`config.mk`:
```
export PLATFORM = sky130hd
export DESIGN_NAME = piso_shift_register
export DESIGN_NICKNAME = d
export VERILOG_FILES = /design/src/rtl/piso_shift_register.sv
export SDC_FILE = /design/constraint.sdc
export NUM_CORES = 1
export LEC_CHECK = 0
export CAP_MARGIN = 20
export CORE_AREA = 2 2 39 41
export DETAILED_ROUTE_END_ITERATION = 6
export DIE_AREA = 0 0 41 43
export SLEW_MARGIN = 20
export SYNTH_ARGS = -nofsm -noshare
export SYNTH_HDL_FRONTEND = slang
export SYNTH_SLANG_ARGS = --single-unit
```
`constraint.sdc`:
```
create_clock -name CLK -period 1.23 [get_ports CLK]
set_input_delay 0.246 -clock CLK [delete_from_list [all_inputs] [get_ports CLK]]
set_output_delay 0.246 -clock CLK [all_outputs]
set_load 0.02 [all_outputs]
```
`src/rtl/piso_shift_register.sv`:
```
// Purpose: parallel-in serial-out shifter, frames WIDTH bits LSB-first onto OUT, reloading every WIDTH clocks.
// Latency: IN[0] is on OUT right after the first rising edge out of reset; IN[k] follows k edges later.
// Backpressure: none; the serial stream is free-running and IN is sampled only on load edges.
module piso_shift_register #(
    parameter int WIDTH = 4
) (
    input  logic [WIDTH-1:0] IN,
    input  logic             CLK,
    input  logic             RESET,
    output logic             OUT
);

    // Counter spans 0..WIDTH-1; zero marks a load edge.
    localparam int CW = $clog2(WIDTH);
    localparam logic [CW-1:0] CNT_LAST = CW'(WIDTH - 1);
    localparam logic [CW-1:0] CNT_ONE  = CW'(1);

    logic [WIDTH-1:0] r_sh;
    logic [CW-1:0]    r_cnt;
    logic             w_load;
    logic [CW-1:0]    w_cnt_nxt;

    assign w_load = (r_cnt == '0);

    // Explicit wrap so non-power-of-two widths still give a WIDTH-edge frame.
    always_comb begin
        w_cnt_nxt = r_cnt + CNT_ONE;
        if (r_cnt == CNT_LAST) begin
            w_cnt_nxt = '0;
        end
    end

    // Load on count zero, otherwise shift right with zero fill; reset clears immediately.
    always_ff @(posedge CLK or posedge RESET) begin
        if (RESET) begin
            r_sh  <= '0;
            r_cnt <= '0;
        end else if (w_load) begin
            r_sh  <= IN;
            r_cnt <= CNT_ONE;
        end else begin
            r_sh  <= {1'b0, r_sh[WIDTH-1:1]};
            r_cnt <= w_cnt_nxt;
        end
    end

    // Serial output always comes from the register, never straight from IN.
    assign OUT = r_sh[0];

endmodule

```
==> results.json <==
{
  "diodes": 0,
  "synth_top_area_share_pct": 64.2,
  "grt_max_degree": 7,
  "yosys.area.top_type": "dfrtp_1",
  "syn_nets": 24,
  "critPathArrivalTime_ns": 0.90,
  "pre_cts_slack_ns": 0.0602,
  "insertion_delay_ns": 0.24,
  "syn_inst": 16,
  "io_buffers": 6,
  "path_buf_inv": 1,
  "max_freq_mhz": 871,
  "setup_slack_ns": 0.0820,
  "power_density_mw_per_mm2": 1210,
  "final-max-slew-violation-count": 0,
  "hold_buffers": 0,
  "fin_cells": 41,
  "cts_root_buf": "clkbuf_4",
  "antenna_found_initial": 0,
  "grt_pass1_wl_um": 607,
  "setup_tns_ns": 0,
  "initialDrtViolationCount": 2,
  "relSlewSlack_pct": 84.1,
  "grt_pass1_vias": 179,
  "finalWirelength_um": 427,
  "path_cells": "dlygate4sd2_1",
  "track_usage_pct": 5.97,
  "yosys.area_share.simple_pct": 5.88,
  "worst_path_largest_cell_delay_ns": 0.35,
  "synthXorXnorAreaFrac_pct": 0,
  "startpoint_type": "flip-flop",
  "synth_area_um2": 234,
  "cts_inserted_buffers": 3,
  "die_area_mm2": 0.00176,
  "ys_types": 6,
  "min_period_over_period_pct": 93.3,
  "synthAdderAreaFrac_pct": 10.7,
  "finalSetupViolCount": 0,
  "post_cts.repair.setup_buffers": 0,
  "async_flop_share_pct": 100,
  "cts_tree": "yes",
  "clock-skew-final_ns": 0.00190,
  "synth_area_leaders": "dfrtp_1, mux2_2, ha_1, inv_1, and2_2",
  "io_pins": 7,
  "fin_crit_ns": 1.15,
  "nets": 35,
  "viasPerCell": 3.66,
  "seq_area_frac_synth_pct": 64.2,
  "final_layout_size_suffix_gt1_share_pct": 36.0,
  "synth_compound_area_share_pct": 0,
  "leakage_nw": 0.163,
  "endpoint_kind": "output port",
  "die_x_um": 41,
  "synth.avg_cell_area_um2": 14.6,
  "worst_path_max_delay_cell": "dfrtp_1",
  "gp_congestion": 0.552,
  "status": "completed",
  "dr_total_vias": 150,
  "hold_viol": 0,
  "drc": 0,
  "start_util_pct": 16.9,
  "rows": 14,
  "die_height_um": 43,
  "clk_path_buf_depth": 2,
  "area_growth_pct": 44.4,
  "synth_edf_count": 0,
  "critPathTopFamily": "flip-flops",
  "synth.most_common_cell": "dfrtp_1",
  "ctsHtreeMaxLevel": 1,
  "synth_flop_cell": "dfrtp_1",
  "utilization_pct": 24.4,
  "dp.cells": 38,
  "clk_pin_slew_ns": 0.04,
  "ant_nets": 0,
  "worstSetupPathType": "reg -> out",
  "cp_max_fo": 1,
  "holdCritPathClass": "in -> async",
  "synth_seq_cells": 6,
  "drt-wirelength-per-cell_um": 10.4,
  "vdd_drop_max_v": 0.000252,
  "synthMuxAreaShare_pct": 14.4,
  "ys_warn_count": 0,
  "firstDrtPassIters": 2,
  "overflow": 0,
  "synthTopCellsByCount": "dfrtp_1, inv_1, mux2_2",
  "cts.sinks": 6,
  "tightest_slew_ns": 0.238,
  "cp_data_required_time_ns": 0.98,
  "rsz0062_at_grt": "no",
  "max_cap_viol_count": 0,
  "synth_top_family_by_area": "multiplexers",
  "coreArea_mm2": 0.00138
}
final cells by class:
| cell class | count | area, um2 |
|---|---|---|
| fill | 147 | 1050 |
| sequential | 6 | 150 |
| clock buffer | 3 | 22.5 |
| inverter | 3 | 11.3 |
| tap | 16 | 20.0 |
| timing repair buffer | 6 | 58.8 |
| multi-input combinational | 7 | 75.1 |
logic make-up (layout without fill, tap and decap cells):
kind of cell | after synthesis | after routing
adder cells (fa/ha/maj) | 2 | 2
buffers and inverters | 3 | 12
flip-flops | 6 | 6
multiplexers | 3 | 3
AND/OR/NAND/NOR | 2 | 2
power by group:
group	internal [mW]	switching (mW)	total [mW]
Combinational	0.0191	0.00973	0.0288
Sequential	0.205	0.00156	0.206
Clock	0.110	0.0647	0.175
layout by cell type (no fill, tap or decap), drive strengths merged:
cell type,count
and2,1
clkbuf,3
clkdlybuf4s50,5
dfrtp,6
dlygate4sd2,1
ha,2
inv,3
mux2,3
or2,1
worst paths after layout:
check / slack, ns / endpoint / depth (start not counted) / start
max: 0.08 / OUT / 1 / r_sh[0]
min: 0.22 / r_sh[3] / 2 / RESET
max reg2reg: 0.09 / r_sh[0] / 3 / r_cnt[0]
min reg2reg: 0.48 / r_sh[2] / 1 / r_sh[3]
max in group asynchronous: 0.81 / r_sh[0] / 2 / RESET
min in group CLK: 0.48 / r_sh[2] / 1 / r_sh[3]
state kept, by name, summed over array words and instances, names as in the netlist:
signal and cells:
r_cnt 2, r_sh 4
metrics by stage:
stage	instance area (um2)	total power [mW]	hold slack (ns)
floorplan	234	0.218	0.0370
global placement	314	0.238	0.461
detailed placement	314	0.239	0.471
CTS	335	0.417	0.222
global route	338	0.436	0.237
finish	338	0.410	0.221
routing by layer:
metal	vias up	GRT usage (%)	wire [um]
met5	-	0	0
met4	0	8.00	16
met3	2	3.14	48
met2	9	8.44	216
met1	72	4.61	146
li1	67	-	-
repair_timing:
| action | in CTS | in global routing |
|---|---|---|
| endpoints found under the setup margin | 1 | 1 |
| pin swaps | 0 | 0 |
| gates resized for setup | 1 | 1 |
(Power assumes the default switching activity.)
